===== src/rtl/alu_arbiter.sv =====
// Round-robin arbiter that shares one combinational ALU between two valid/ready
// requesters and buffers each port's result in a one-entry response register.
module alu_arbiter #(
    parameter int XLEN = 32,
    parameter int FN_W = 4
) (
    input  logic            clock,
    input  logic            reset,
    input  logic            io_req0_valid,
    output logic            io_req0_ready,
    input  logic [FN_W-1:0] io_req0_fn,
    input  logic [XLEN-1:0] io_req0_in1,
    input  logic [XLEN-1:0] io_req0_in2,
    input  logic            io_req1_valid,
    output logic            io_req1_ready,
    input  logic [FN_W-1:0] io_req1_fn,
    input  logic [XLEN-1:0] io_req1_in1,
    input  logic [XLEN-1:0] io_req1_in2,
    output logic            io_resp0_valid,
    input  logic            io_resp0_ready,
    output logic [XLEN-1:0] io_resp0_out,
    output logic [XLEN-1:0] io_resp0_adder_out,
    output logic            io_resp1_valid,
    input  logic            io_resp1_ready,
    output logic [XLEN-1:0] io_resp1_out,
    output logic [XLEN-1:0] io_resp1_adder_out,
    output logic [FN_W-1:0] io_alu_fn,
    output logic [XLEN-1:0] io_alu_in1,
    output logic [XLEN-1:0] io_alu_in2,
    input  logic [XLEN-1:0] io_alu_out,
    input  logic [XLEN-1:0] io_alu_adder_out
);

    logic            last_grant;
    logic            resp0_valid;
    logic            resp1_valid;
    logic [XLEN-1:0] resp0_out;
    logic [XLEN-1:0] resp0_adder_out;
    logic [XLEN-1:0] resp1_out;
    logic [XLEN-1:0] resp1_adder_out;

    logic elig0;
    logic elig1;
    logic grant0;
    logic grant1;

    // A full buffer being drained this cycle is free to take a new result.
    assign elig0 = io_req0_valid & (~resp0_valid | io_resp0_ready);
    assign elig1 = io_req1_valid & (~resp1_valid | io_resp1_ready);

    // On a tie the port that did not win last time gets the ALU.
    assign grant0 = elig0 & (~elig1 | last_grant);
    assign grant1 = elig1 & (~elig0 | ~last_grant);

    assign io_req0_ready = grant0;
    assign io_req1_ready = grant1;

    always_comb begin
        io_alu_fn  = '0;
        io_alu_in1 = '0;
        io_alu_in2 = '0;
        if (grant0) begin
            io_alu_fn  = io_req0_fn;
            io_alu_in1 = io_req0_in1;
            io_alu_in2 = io_req0_in2;
        end else if (grant1) begin
            io_alu_fn  = io_req1_fn;
            io_alu_in1 = io_req1_in1;
            io_alu_in2 = io_req1_in2;
        end
    end

    always_ff @(posedge clock) begin
        if (reset) begin
            last_grant      <= 1'b1;
            resp0_valid     <= 1'b0;
            resp1_valid     <= 1'b0;
            resp0_out       <= '0;
            resp0_adder_out <= '0;
            resp1_out       <= '0;
            resp1_adder_out <= '0;
        end else begin
            if (grant0) begin
                resp0_valid     <= 1'b1;
                resp0_out       <= io_alu_out;
                resp0_adder_out <= io_alu_adder_out;
                last_grant      <= 1'b0;
            end else if (io_resp0_ready) begin
                resp0_valid <= 1'b0;
            end

            if (grant1) begin
                resp1_valid     <= 1'b1;
                resp1_out       <= io_alu_out;
                resp1_adder_out <= io_alu_adder_out;
                last_grant      <= 1'b1;
            end else if (io_resp1_ready) begin
                resp1_valid <= 1'b0;
            end
        end
    end

    assign io_resp0_valid     = resp0_valid;
    assign io_resp0_out       = resp0_out;
    assign io_resp0_adder_out = resp0_adder_out;
    assign io_resp1_valid     = resp1_valid;
    assign io_resp1_out       = resp1_out;
    assign io_resp1_adder_out = resp1_adder_out;

endmodule


===== config.mk =====
export PLATFORM = sky130hd
export DESIGN_NAME = alu_arbiter
export DESIGN_NICKNAME = d
export VERILOG_FILES = /design/src/rtl/alu_arbiter.sv
export SDC_FILE = /design/constraint.sdc
export NUM_CORES = 1
export LEC_CHECK = 0
export CELL_PAD_IN_SITES_DETAIL_PLACEMENT = 1
export CELL_PAD_IN_SITES_GLOBAL_PLACEMENT = 1
export CORE_MARGIN = 10
export CORE_UTILIZATION = 23
export DETAILED_ROUTE_END_ITERATION = 16
export GPL_TIMING_DRIVEN = 0
export PLACE_DENSITY_LB_ADDON = 0.1
export SLEW_MARGIN = 10
export SYNTH_ARGS = -nofsm -noshare
export SYNTH_HDL_FRONTEND = slang
export SYNTH_SLANG_ARGS = --single-unit

===== constraint.sdc =====
create_clock -name clock -period 1.35 [get_ports clock]
set_input_delay 0.135 -clock clock [delete_from_list [all_inputs] [get_ports clock]]
set_output_delay 0.135 -clock clock [all_outputs]
set_load 0.02 [all_outputs]

# Word level (Yosys, flattened, before mapping)
# Index checks and enable logic that the tools add are counted.
[word_totals] reg_bits=131 latch_bits=0 ram_bits=0 rom_bits=0 input_bits=206 output_inout_bits=200 word_cells=33 mem_count=0
[classes] add_sub_neg=0 n_mul=0 n_div=0 n_lt_le_gt_ge=0 eq_ne=0 n_shift=0 n_mux=10 bitwise=13 n_reduce_logical=3
[ops] op="$mux W32" count=4
[ops] op="$mux W4" count=2
[ops] op="$not A1 Y1" count=5
[ops] op="$and A1 B1 Y1" count=4
[ops] op="$mux W1" count=4
[ops] op="$or A1 B1 Y1" count=4
[ops] op="$reduce_bool A2 Y1" count=2
[ops] op="$reduce_or A2 Y1" count=1

# Logic depth before layout (Yosys ltp)
# Gate-level depths: netlist of run 1.
[logic_depth] depth_word=8 depth_mapped=6 ltp_nobuf=4

# Worst setup path before layout of run 1
# Ideal clock, no wire load.
[synth_path] path_type="reg2out" start="register resp1_valid, in the netlist io_resp1_valid" end="output io_alu_in1[0]" t_arrival_ns=1.493 t_required_ns=1.215 setup_slack_ns=-0.278 stages_incl_launch_ff=7 path_buffers=2 path_cell_list="dfxtp_1 -> nor2b_1 -> o211ai_2 -> inv_2 -> buf_2 -> buf_2 -> a22o_1"
[synth_via] elab_chain_len=7 elab_cells_between_ends=9 classes_between="mux: 2; bitwise: 7"
[synth_rtl] element="start: declaration" line="36" rtl="logic resp1_valid;"
[synth_rtl] element="start signal: assignment" line="77" rtl="resp1_valid <= 1'b0;"
[synth_rtl] element="start signal: assignment" line="93" rtl="resp1_valid <= 1'b1;"
[synth_rtl] element="start signal: assignment" line="98" rtl="resp1_valid <= 1'b0;"
[synth_rtl] element="$not A1 Y1 (*)" line="49" rtl="assign elig1 = io_req1_valid & (~resp1_valid | io_resp1_ready);"
[synth_rtl] element="$or A1 B1 Y1 (*)" line="49"
[synth_rtl] element="$and A1 B1 Y1 (*)" line="49"
[synth_rtl] element="$not A1 Y1" line="52" rtl="assign grant0 = elig0 & (~elig1 | last_grant);"
[synth_rtl] element="$or A1 B1 Y1" line="52"
[synth_rtl] element="$and A1 B1 Y1" line="52"
[synth_rtl] element="$mux W32 (*)" line="62" rtl="if (grant0) begin"
[synth_rtl] element="end: declaration" line="28" rtl="output logic [XLEN-1:0] io_alu_in1,"
# Every way passes the cells marked *; elsewhere a longest branch is shown, timed or not.

# Worst setup path after layout of run 1
[layout_path] start="register last_grant" end="output io_alu_in1[28]"
[layout_via] elab_chain_len=5 elab_cells_between_ends=7 classes_between="mux: 2; bitwise: 5"
[layout_rtl] element="start: declaration" line="34" rtl="logic last_grant;"
[layout_rtl] element="start signal: assignment" line="75" rtl="last_grant <= 1'b1;"
[layout_rtl] element="start signal: assignment" line="87" rtl="last_grant <= 1'b0;"
[layout_rtl] element="start signal: assignment" line="96" rtl="last_grant <= 1'b1;"
[layout_rtl] element="$not A1 Y1" line="53" rtl="assign grant1 = elig1 & (~elig0 | ~last_grant);"
[layout_rtl] element="$or A1 B1 Y1" line="53"
[layout_rtl] element="$and A1 B1 Y1" line="53"
[layout_rtl] element="$mux W32" line="66" rtl="end else if (grant1) begin"
[layout_rtl] element="$mux W32 (*)" line="62"
# Marked as above.

==> out/results.tsv, run 1 <==
stage	metric	value	unit
yosys	most numerous cell in the Yosys netlist	nand2b_1	
power	total power	13.2	mW
yosys	Yosys top cell area share	43.5	%
placement	IO Port Bufs	404	
worst_setup_path	slowest stage cell, crit path	dfxtp_2	
global_route	initial antenna violation count	3	
worst_setup_path	reg2reg end	io_resp0_out[8]$_SDFFE_PP0P_	
cts	CTS Hold Buffers Added	0	
worst_setup_path	critical path required time	1.22	ns
cts	H-tree Lvls	4	
yosys	synth unique cells	16	
global_route	gr ovfl total	0	
routing	Starting DRT DRC Count	177	
floorplanning	DIE HEIGHT	182	microns
power	Leak Pwr	5.72	nW
worst_setup_path	worst r2r src	last_grant$_SDFFE_PP1P_	
worst_setup_path	Worst Path Arrival	1.89	ns
worst_setup_path	CP max FO	8	
final_layout	nets	1254	
outcome	outcome	finished with violations	
placement	RePlAce Congestion	0.845	
cts	clk_lat worst skew	0.42	ns
floorplanning	Top Ports	406	
final_layout	Area Growth Syn to Fin	105	%
timing	Max Clk Rate	494	MHz
yosys	synthesized cell area	6030	sq um
global_route	first-pass GRT wire length	45800	microns
routing	wire per inst	22.8	microns
routing	Routed Antenna Nets	0	
yosys	Synth Instances	585	
cts	clock tree buffer depth	2	
yosys	Mean Syn Cell Area	10.3	sq um
yosys	Net Count, Synth	791	
floorplanning	Core Area	25900	sq um
final_layout	post-layout util	47.7	%
worst_hold_path	Hold Path Class	primary input to flop	
global_route	maximum number of pins on one net before global-route repair	17	
timing	final worst slack	-0.675	ns
cts	TritonCTS clock tree	built	
yosys	Warnings, synthesis	0	
cts	root buf cell	clkbuf_16	
yosys	post-synth top area cell	dfxtp_1	
placement	dpl ws	-1.20	ns
routing	1st-pass router iterations	5	
floorplanning	die footprint	33100	sq um
timing	fin crit share	150	%
outcome	failing checks	setup timing	
worst_setup_path	WP buf/inv	4	
cts	Clock transition at path regs	0.06	ns
timing	shortest period the worst path allows	2.03	ns
yosys	Post-synth ARST share	0	%
timing	Slew @ Worst Pin	0.586	ns
yosys	Yosys reg bits	131	
global_route	vias in the first global route	6571	
timing	final setup fails	179	
placement	HPWL after DPL	25100	microns
routing	final WL	31900	microns
worst_setup_path	critical path type	flop to output port	
timing	final hold violations	0	
worst_setup_path	crit path from	last_grant$_SDFFE_PP1P_	
yosys	number of synthesized flops with an enable pin	0	
routing	DRC	0	
timing	worst hold slack	0.135	ns
worst_setup_path	crit-path leading delay family	buffers and inverters	
routing	vias per cell	4.36	
yosys	share of the yosys chip area belonging to registers	43.5	%
timing	Max Clock Skew	0.0113	ns
floorplanning	die width	182	microns
timing	fin. max-slew vios	0	
global_route	Global Route Usage Sum	18.2	%
worst_setup_path	Worst path depth	7	
yosys	dominant synthesized flop cell	dfxtp_1	
timing	RSZ-0062 raised after global routing	true	
worst_setup_path	cell mode on critical path	buf_6	
yosys	Post-synth top cells	nand2b_1 (195), dfxtp_1 (131), mux2i_1 (128)	
timing	relative slew slack	60.9	%
worst_setup_path	CP Capture Point	io_alu_in1[28]	
power	pwr dens	1060	nW/um^2
worst_setup_path	max incr delay on CP	0.32	ns
power	VDD IR max	0.822	mV
final_layout	fin cells	1398	
worst_setup_path	crit path launch type	flop	
worst_setup_path	crit path capture type	output port	
cts	clk sinks	131	
routing	DR vias	6096	
worst_setup_path	R2R depth	9	
run	MaxCap Viol Count	0	
placement	Cells after DPL	1324	
final_layout	share of layout cells above drive strength 1	19.9	%
floorplanning	Rows	59	
yosys	Area contributors post-synth	dfxtp_1 (43%), mux2i_1 (21%), nand2b_1 (20%)	
worst_setup_path	R2R setup slack	-0.31	ns
cts	CTS buffer count	17	
floorplanning	Starting Density	23.3	%
worst_setup_path	worst-path cell chain	nand2b_4, o211ai_4, inv_4, buf_6, buf_12, a22o_4, buf_6	
==> through the flow <==
| stage | cell area (sq um) | setup TNS, ns |
|---|---|---|
| after detailed placement | 10900 | -141.97 |
| after global placement | 10900 | -137.91 |
| after floorplan | 6410 | -5.70 |
| after global routing | 12400 | -75.44 |
| final | 12400 | -61.03 |
| after CTS | 11900 | -66.07 |
==> logic make-up (layout without fill, tap and decap cells) <==
family	Yosys count	after routing	synth area share, %
AO/OA/AOI/OAI	76	76	10.7
buffers and inverters	51	527	3.98
flip-flops	131	131	43.5
multiplexers	128	128	21.2
other	0	2	0
AND/OR/NAND/NOR	199	199	20.6
==> state kept, by name (all words and copies together), names as in the netlist <==
name and cells:
io_resp1_out 32, last_grant 1, io_resp1_adder_out 32, io_resp0_out 32
io_resp0_adder_out 32, io_resp0_valid 1, io_resp1_valid 1
==> what timing repair did <==
item,in CTS,in global routing
setup endpoints to repair,324,197
setup buffers,13,23
pin swaps,40,18
gates cloned,6,6
resized for setup,636,49
==> layer usage <==
metal  part of all wire, %  GRT usage [%]  wire length (microns)
met5                 0.041              0                     13
met4                  0.62           3.84                    199
met3                   8.3           7.32                   2650
met2                    53           33.3                  17000
met1                    38           19.2                  12000
==> cell usage in the layout (no fill, tap or decap), types with 3 or more instances in the layout <==
cell type	netlist	routed
a21oi_1	3	3
buf_12	0	22
buf_6	0	89
clkbuf_16	0	25
clkdlybuf4s50_1	0	204
a22o_4	0	32
dlygate4sd2_1	0	129
a22o_1	68	36
buf_4	6	7
mux2i_1	128	127
dfxtp_1	131	128
buf_16	0	5
buf_8	0	7
nand2b_1	195	194
clkinv_2	0	4
clkinvlp_4	0	3
clkbuf_1	22	22
bufinv_16	0	3
==> layout make-up <==
| type | count | area [sq um] |
|---|---|---|
| clock buffer | 19 | 443 |
| buffer | 49 | 573 |
| tap | 335 | 419 |
| fill | 2854 | 13500 |
| inverter | 2 | 17.5 |
| clock inverter | 13 | 159 |
| antenna | 2 | 5.00 |
| multi-input combinational | 403 | 3490 |
| sequential | 131 | 2630 |
| timing repair buffer | 444 | 4630 |
==> worst reg2reg max path, cell delays in order, from the launching register on <==
cell and delay (ns):
dfxtp_2 0.32, nand2b_4 0.15, o211ai_4 0.24, inv_4 0.10, buf_16 0.15, buf_12 0.13
buf_12 0.14, buf_4 0.13, buf_6 0.10, mux2i_1 0.10
==> where the power goes <==
group	leakage (nW)	switching [mW]	internal (mW)
Clock	0.289	1.80	2.95
Combinational	4.35	1.86	2.27
Sequential	1.08	0.129	4.14
==> worst min-delay path by stage <==
stage,to,slack [ns],cells past startpoint,start
4_1_cts,io_resp1_valid$_SDFFE_PP0P_,0.11,2,reset
5_1_grt,io_resp1_valid$_SDFFE_PP0P_,0.18,2,reset
3_3_place_gp,io_resp1_out[21]$_SDFFE_PP0P_,0.46,2,io_resp1_out[21]$_SDFFE_PP0P_
2_1_floorplan,io_resp0_valid$_SDFFE_PP0P_,0.29,2,io_req0_valid
3_5_place_dp,io_resp0_adder_out[4]$_SDFFE_PP0P_,0.46,2,io_resp0_adder_out[4]$_SDFFE_PP0P_
6_report,io_resp1_valid$_SDFFE_PP0P_,0.13,2,reset
Note: power is estimated with default switching activity, not from simulation.
==> run 2, diff against run 1 <==
--- a/config.mk
+++ b/config.mk
@@ -8,7 +8,8 @@
 export CELL_PAD_IN_SITES_DETAIL_PLACEMENT = 1
 export CELL_PAD_IN_SITES_GLOBAL_PLACEMENT = 1
 export CORE_MARGIN = 10
-export CORE_UTILIZATION = 23
+export CORE_UTILIZATION = 27
+export CTS_CLUSTER_DIAMETER = 30
 export DETAILED_ROUTE_END_ITERATION = 16
 export GPL_TIMING_DRIVEN = 0
 export PLACE_DENSITY_LB_ADDON = 0.1
==> constraint.sdc (replaced) <==
create_clock -name clock -period 2.4 [get_ports clock]
set_input_delay 0.24 -clock clock [delete_from_list [all_inputs] [get_ports clock]]
set_output_delay 0.24 -clock clock [all_outputs]
set_load 0.02 [all_outputs]
==> out/results.tsv, run 2 (synthesis results as in run 1) <==
stage	metric	value	unit	change
power	clock share of power	39.4	%	was 36.1%
worst_setup_path	crit path launch type	primary input		was flop
global_route	Global Route Usage Sum	20.3	%	was 18.2%
cts	H-tree Lvls	4		unchanged
routing	wire per inst	23.4	microns	was 22.8 microns
timing	Max Clk Rate	429	MHz	
floorplanning	Starting Density	27.6	%	was 23.3%
timing	RSZ-0062 raised after global routing	true		unchanged
worst_setup_path	crit path from	io_req0_valid		was last_grant$_SDFFE_PP1P_
worst_setup_path	R2R setup slack	0.81	ns	was -0.31 ns
worst_hold_path	Hold Path Class	primary input to flop		unchanged
power	register share of total power	34.1	%	was 32.5%
worst_setup_path	critical path type	primary input to output port		was flop to output port
cts	root buf cell	clkbuf_16		unchanged
final_layout	Area Growth Syn to Fin	80.0	%	was 105%
worst_setup_path	Worst Path Arrival	2.09	ns	was 1.89 ns
routing	final WL	30600	microns	was 31,900 microns
worst_setup_path	reg2reg end	io_resp0_out[17]$_SDFFE_PP0P_		was io_resp0_out[8]$_SDFFE_PP0P_
cts	clock tree buffer depth	2		unchanged
cts	clk sinks	131		unchanged
power	Sw Ratio	28.6	%	was 28.8%
final_layout	most common cell after layout, fill and taps aside	clkdlybuf4s50_1		unchanged
floorplanning	Top Ports	406		unchanged
routing	Starting DRT DRC Count	202		was 177
cts	CTS buffer count	17		unchanged
floorplanning	die width	169	microns	was 182 microns
final_layout	area of the multi-input gates	3200	sq um	was 3490 sq um
routing	DRC	0		unchanged
worst_setup_path	CP max FO	10		was 8
global_route	first-pass GRT wire length	43800	microns	was 45,800 microns
timing	fin. max-slew vios	0		unchanged
power	VDD IR max	0.446	mV	was 0.822 mV
worst_setup_path	CP Capture Point	io_alu_in2[9]		was io_alu_in1[28]
timing	final worst slack	0.0713	ns	was -0.675 ns
final_layout	most frequent cells in the layout	clkdlybuf4s50_1 (334), nand2b_1 (194), dfxtp_1 (131)		was clkdlybuf4s50_1 (204), nand2b_1 (194), dlygate4sd2_1 (129)
cts	Clock transition at path regs	0.06	ns	about the same
routing	Routed Antenna Nets	0		unchanged
worst_setup_path	crit path capture type	output port		unchanged
timing	Slew @ Worst Pin	0.505	ns	was 0.586 ns
floorplanning	Rows	54		was 59
floorplanning	Core Area	21900	sq um	was 25,900 sq um
timing	Max Clock Skew	0.00882	ns	was 0.0113 ns
global_route	gr ovfl total	0		unchanged
routing	1st-pass router iterations	4		was 5
routing	DR vias	5875		was 6,096
cts	CTS Hold Buffers Added	0		unchanged
timing	shortest period the worst path allows	2.33	ns	
global_route	maximum number of pins on one net before global-route repair	17		unchanged
power	Leak Pwr	4.53	nW	was 5.72 nW
run	MaxCap Viol Count	0		unchanged
final_layout	post-layout util	49.6	%	was 47.7%
global_route	vias in the first global route	6340		was 6,571
floorplanning	die footprint	28700	sq um	was 33,100 sq um
timing	final hold violations	0		unchanged
outcome	outcome	finished, final reports clean		was finished with violations
global_route	initial antenna violation count	5		was 3
timing	relative slew slack	66.3	%	was 60.9%
timing	fin crit share	97.0	%	
power	total power	7.08	mW	was 13.2 mW
placement	dpl ws	-0.548	ns	was -1.20 ns
power	P_int	5.05	mW	was 9.37 mW
power	pwr dens	652	nW/um^2	was 1060 nW/um^2
floorplanning	DIE HEIGHT	169	microns	was 182 microns
final_layout	nets	1216		was 1,254
placement	HPWL after DPL	25200	microns	was 25,100 microns
power	switching power	2.02	mW	was 3.79 mW
worst_setup_path	worst r2r src	io_resp1_valid$_SDFFE_PP0P_		was last_grant$_SDFFE_PP1P_
cts	TritonCTS clock tree	built		unchanged
final_layout	# fillers	2513		was 2,854
power	Comb power frac	26.6	%	was 31.4%
timing	Final TNS setup	0	ns	was -61.03 ns
worst_setup_path	critical path required time	2.16	ns	was 1.22 ns
placement	IO Port Bufs	404		unchanged
final_layout	FF/Latch Area	2620	sq um	was 2630 sq um
cts	clk_lat worst skew	0.42	ns	about the same
placement	RePlAce Congestion	0.860		was 0.845
routing	vias per cell	4.49		was 4.36
worst_setup_path	R2R depth	6		was 9
final_layout	share of layout cells above drive strength 1	12.9	%	was 19.9%
timing	final setup fails	0		was 179
-- run 2: cell types whose count changed in the layout (fill, tap and decap cells not counted), moves of 32 or more --
cell	change
clkdlybuf4s50_1	+130
buf_6	-87
dlygate4sd2_1	-125
a22o_1	+32
a22o_4	-32
clkbuf_2	+56
-- run 2: power by group through the flow --
stage	combinational (mW)	clock, mW	sequential, mW
3_5_place_dp	1.98	0	2.46
6_report	1.88	2.79	2.41
3_3_place_gp	1.97	0	2.45
4_1_cts	1.94	2.85	2.41
2_1_floorplan	0.702	0	2.64
5_1_grt	2.00	2.94	2.43
-- run 2: timing repair --
item	in CTS	in global routing
buffers inserted	1	1
pin swaps	1	1
hold endpoints to repair	0	0
endpoints found under the setup margin	70	67
resized for setup	138	99
-- run 2: layout make-up --
class,instances,share of cell area (%)
antenna,5,0.115
buffer,49,2.55
clock buffer,19,4.08
clock inverter,13,1.69
inverter,2,0.115
multi-input combinational,403,29.5
sequential,131,24.2
tap,280,3.23
timing repair buffer,406,34.6
-- run 2: worst max-delay path, stage by stage --
cell	delay, ns
clkdlybuf4s50_1	0.57
nand2_1	0.13
o211ai_1	0.19
buf_4	0.21
inv_6	0.08
buf_4	0.18
a22o_1	0.17
dlygate4sd2_1	0.31
-- run 2: worst min-delay path by stage --
stage / from / depth (start not counted) / end
global placement: io_resp0_adder_out[29]$_SDFFE_PP0P_ / 2 / io_resp0_adder_out[29]$_SDFFE_PP0P_
CTS: reset / 2 / io_resp0_valid$_SDFFE_PP0P_
global route: reset / 2 / io_resp0_valid$_SDFFE_PP0P_
floorplan: io_req0_valid / 2 / io_resp0_valid$_SDFFE_PP0P_
finish: reset / 2 / io_resp0_valid$_SDFFE_PP0P_
detailed placement: io_resp0_adder_out[23]$_SDFFE_PP0P_ / 2 / io_resp0_adder_out[23]$_SDFFE_PP0P_
-- run 2: through the flow --
| step | instances | hold WS, ns | area (sq um) |
|---|---|---|---|
| finish | 1308 | 0.233 | 10900 |
| global route | 1308 | 0.293 | 10900 |
| CTS | 1302 | 0.224 | 11100 |
| detailed placement | 1269 | 0.465 | 10400 |
| global placement | 1269 | 0.458 | 10400 |
| floorplan | 585 | 0.402 | 6030 |
-- run 2: layer usage --
layer	wire (microns)	global-route usage [%]
met1	11100	19.6
met5	0	0
met3	2540	8.62
met4	701	7.24
met2	16300	37.6
==> edit 1: new RTL, flow settings as in run 1 <==
Set the parameter `FN_W` to 3 (it was 4).
--- a/src/rtl/alu_arbiter.sv
+++ b/src/rtl/alu_arbiter.sv
@@ -2,7 +2,7 @@
 // requesters and buffers each port's result in a one-entry response register.
 module alu_arbiter #(
     parameter int XLEN = 32,
-    parameter int FN_W = 4
+    parameter int FN_W = 3
 ) (
     input  logic            clock,
     input  logic            reset,
Interface: changed (resized io_alu_fn, io_req0_fn and io_req1_fn); port bits go from 406 to 403. No check against the original RTL was run, so the function may have changed too.
==> edit 1 against run 1 <==
The run still ends with setup timing left; global-route usage fell by 0.67 points; setup slack worse by 12 ps; fmax is 0.59% lower; die area fell by 0.11%; design area decreased by 0.14%; sequential power barely moved; clock power is 5.7% lower; wire length shrank 1.7%; power down 2.0%; clock skew rose by 1.8 ps; synthesized area fell by 0.12%; sequential cell count stayed put; utilization shrank 0.068 points; critical endpoint is now io_alu_in2[15]; largest cell class unchanged.
==> edit 1: results (changes against run 1) <==
.. list-table::
   :header-rows: 1

   * - Metric
     - Value
   * - Status
     - finished with violations (unchanged)
   * - Violated checks
     - setup timing (unchanged)
   * - Area used by multi-input combinational logic
     - 3530 µm² (was 3490 µm²)
   * - Metal2 WL
     - 16600 µm (was 17000 µm)
   * - Number of buffers inserted by port buffering
     - 401 (was 404)
   * - Vias per inst
     - 4.38 (was 4.36)
   * - Final count of negative-setup-slack endpoints
     - 170 (was 179)
   * - Global-route track usage on met2
     - 32.2% (was 33.3%)
   * - Wire length of the first global-routing pass
     - 44300 µm (was 45800 µm)
   * - Area fraction in compound gates after synthesis
     - 10.6% (was 10.7%)
   * - TNS Setup
     - -63260 ps (was -61030 ps)
   * - Multi-input combinational cell count
     - 402 (was 403)
   * - Slew at the pin with the worst max-slew slack
     - 617 ps (was 586 ps)
   * - Number of global-route vias before repair
     - 6442 (was 6571)
   * - Setup WS post-layout
     - -687 ps (was -675 ps)
   * - Commonest cells in the netlist
     - sky130_fd_sc_hd__nand2b_1, sky130_fd_sc_hd__dfxtp_1, sky130_fd_sc_hd__mux2i_1 (unchanged)
   * - Post-placement cell count
     - 1320 (was 1324)
   * - Total track usage
     - 17.5% (was 18.2%)
   * - Syn_nets
     - 788 (was 791)
   * - Layout Skew
     - 13.1 ps (was 11.3 ps)
   * - Iter 0 DRT Violations
     - 136 (was 177)
   * - Fill cell count
     - 2842 (was 2854)
   * - Critical Path Source
     - io_resp1_valid (was last_grant)
   * - Clock network share of area
     - 4.60% (was 4.87%)
   * - Data buffer area share
     - 41.9% (was 42.0%)
   * - Final weighted congestion in routability-driven placement
     - 0.752 (was 0.845)
   * - Area growth, synth to finish
     - 105% (about the same)
   * - Leakage
     - 5.72 nW (about the same)
   * - Number of signal-net inverters in the final layout
     - 3 (was 2)
   * - Multiplexer share of the synthesized area
     - 21.3% (was 21.2%)
   * - Antenna violations before repair
     - 5 (was 3)
   * - Register area share after synthesis
     - 43.5% (about the same)
   * - VDD IR max
     - 0.834 mV (was 0.822 mV)
==> edit 1: cell types whose count changed after synthesis <==
cell,delta
sky130_fd_sc_hd__buf_2,+1
sky130_fd_sc_hd__clkbuf_1,-1
sky130_fd_sc_hd__a22o_1,-1
==> edit 1: report_power, final <==
| part | total, mW | internal [mW] | switching (mW) |
|---|---|---|---|
| Clock | 4.49 | 2.61 | 1.89 |
| Combinational | 4.13 | 2.28 | 1.86 |
| Sequential | 4.28 | 4.14 | 0.133 |
| Total | 12.9 | 9.03 | 3.88 |
==> edit 1: what timing repair did <==
action	4_1_cts	5_1_grt
pin swaps	17	17
setup buffers	6	26
gates cloned	7	10
gates resized for setup	591	67
setup endpoints to repair	323	193
hold buffers	0	0
==> edit 1: path summary, 6_finish.rpt <==
kind | to | slack [ps] | cells past startpoint
hold / removal | io_resp0_valid | 160 | 2
setup reg to reg | io_resp0_out[0] | -370 | 10
hold reg to reg | io_resp0_out[5] | 470 | 2
setup / recovery | io_alu_in2[15] | -690 | 7
==> edit 2: new RTL, settings of run 1 <==
Made on the original files. Make the reset (`reset`) asynchronous in one clocked block.
--- a/src/rtl/alu_arbiter.sv
+++ b/src/rtl/alu_arbiter.sv
@@ -70,7 +70,7 @@
         end
     end
 
-    always_ff @(posedge clock) begin
+    always_ff @(posedge clock or posedge reset) begin
         if (reset) begin
             last_grant      <= 1'b1;
             resp0_valid     <= 1'b0;
Formal check against the unedited RTL: differs if reset is asserted again (counterexample within 4 cycles, from zero or initial values and one cycle with reset high); with reset held inactive, the same outputs for 4 cycles.
==> edit 2 against run 1 <==
The run still ends with setup timing left; setup slack worse by 160 ps; wire length down 6.1%; count of clock-buffer cells in the layout shrank 1; synthesized cell count fell by 37%; sequential cell count unchanged; clock skew shrank 2.4 ps; register-to-register slack lost 280 ps; design area rose by 0.31%; first-iteration DRC count is 23% lower; synthesized area shrank 7.8%; largest cell class unchanged; highest routed layer is now met4.
Power is not compared: it rests on default switching activity, and its combinational part moved more than twofold at a synthesized area within 25%.
==> edit 2: results (changes against run 1) <==
.. list-table::
   :header-rows: 1

   * - Metric
     - Value
   * - Status
     - finished with violations (unchanged)
   * - Violated checks
     - setup timing (unchanged)
   * - Total placed instance area
     - 10600 µm² (was 10900 µm²)
   * - Ratio of cells with drive above 1 in the final layout
     - 42.5% (was 19.9%)
   * - Max transition margin
     - 54.8% (was 60.9%)
   * - Sum of routed wire segments on met1
     - 9800 µm (was 12000 µm)
   * - Post-placement cell count
     - 1097 (was 1324)
   * - Post-placement worst setup slack
     - -1320 ps (was -1200 ps)
   * - Grt met3 use
     - 7.14% (was 7.32%)
   * - Number of iterations in the first detailed-routing pass
     - 4 (was 5)
   * - Net count, final
     - 1038 (was 1254)
   * - Routing usage on met1
     - 16.8% (was 19.2%)
   * - Iter 0 DRT Violations
     - 137 (was 177)
   * - Setup WS post-layout
     - -837 ps (was -675 ps)
   * - Critical Path Fanout Max
     - 10 (was 8)
   * - Total track usage
     - 18.5% (was 18.2%)
   * - HPWL reported at the end of detailed placement
     - 23700 µm (was 25100 µm)
   * - Syn Area/Cell
     - 15.0 µm² (was 10.3 µm²)
   * - Worst hold-check slack
     - 197 ps (was 135 ps)
   * - TNS Setup
     - -129960 ps (was -61030 ps)
   * - Routed wire length per instance
     - 25.6 µm (was 22.8 µm)
   * - Metal3 WL
     - 2490 µm (was 2650 µm)
   * - Uppermost layer routed
     - met4 (was met5)
   * - Wire length of the first global-routing pass
     - 42000 µm (was 45800 µm)
   * - Final count of negative-setup-slack endpoints
     - 329 (was 179)
   * - Number of buffers inserted by port buffering
     - 405 (was 404)
   * - Syn_nets
     - 576 (was 791)
   * - Vias after detailed routing
     - 5186 (was 6096)
## edit 2: changes by cell type after synthesis, sizes merged, moves of 18 or more
cell	before	now
nand2b	195	3
mux2i	128	0
mux2	0	128
dfrtp	0	130
dfxtp	131	0
clkbuf	22	4
## edit 2: area by class of cell
class,count,area [µm²]
fillers,2319,11200
flip-flops and latches,131,3280
well taps,319,399
repair buffers,445,4760
inverters,3,20.0
diodes,4,10.0
plain buffers,26,503
clock buffers,18,439
clock inverters,14,178
multi-input cells,208,2810
## edit 2: power by group through the flow
stage               sequential (mW)  combinational, mW  clock [mW]
global route                   5.69               9.70        5.11
floorplan                      6.84               2.54           0
CTS                            5.55               9.16        4.92
finish                         5.55               9.30        4.77
detailed placement             5.60               8.12           0
global placement               5.51               7.99           0
## edit 2: timing repair
action,in CTS,in global routing
setup buffers,19,9
endpoints found under the setup margin,330,329
cloned,8,3
gates resized for setup,551,31
pin swaps,58,1
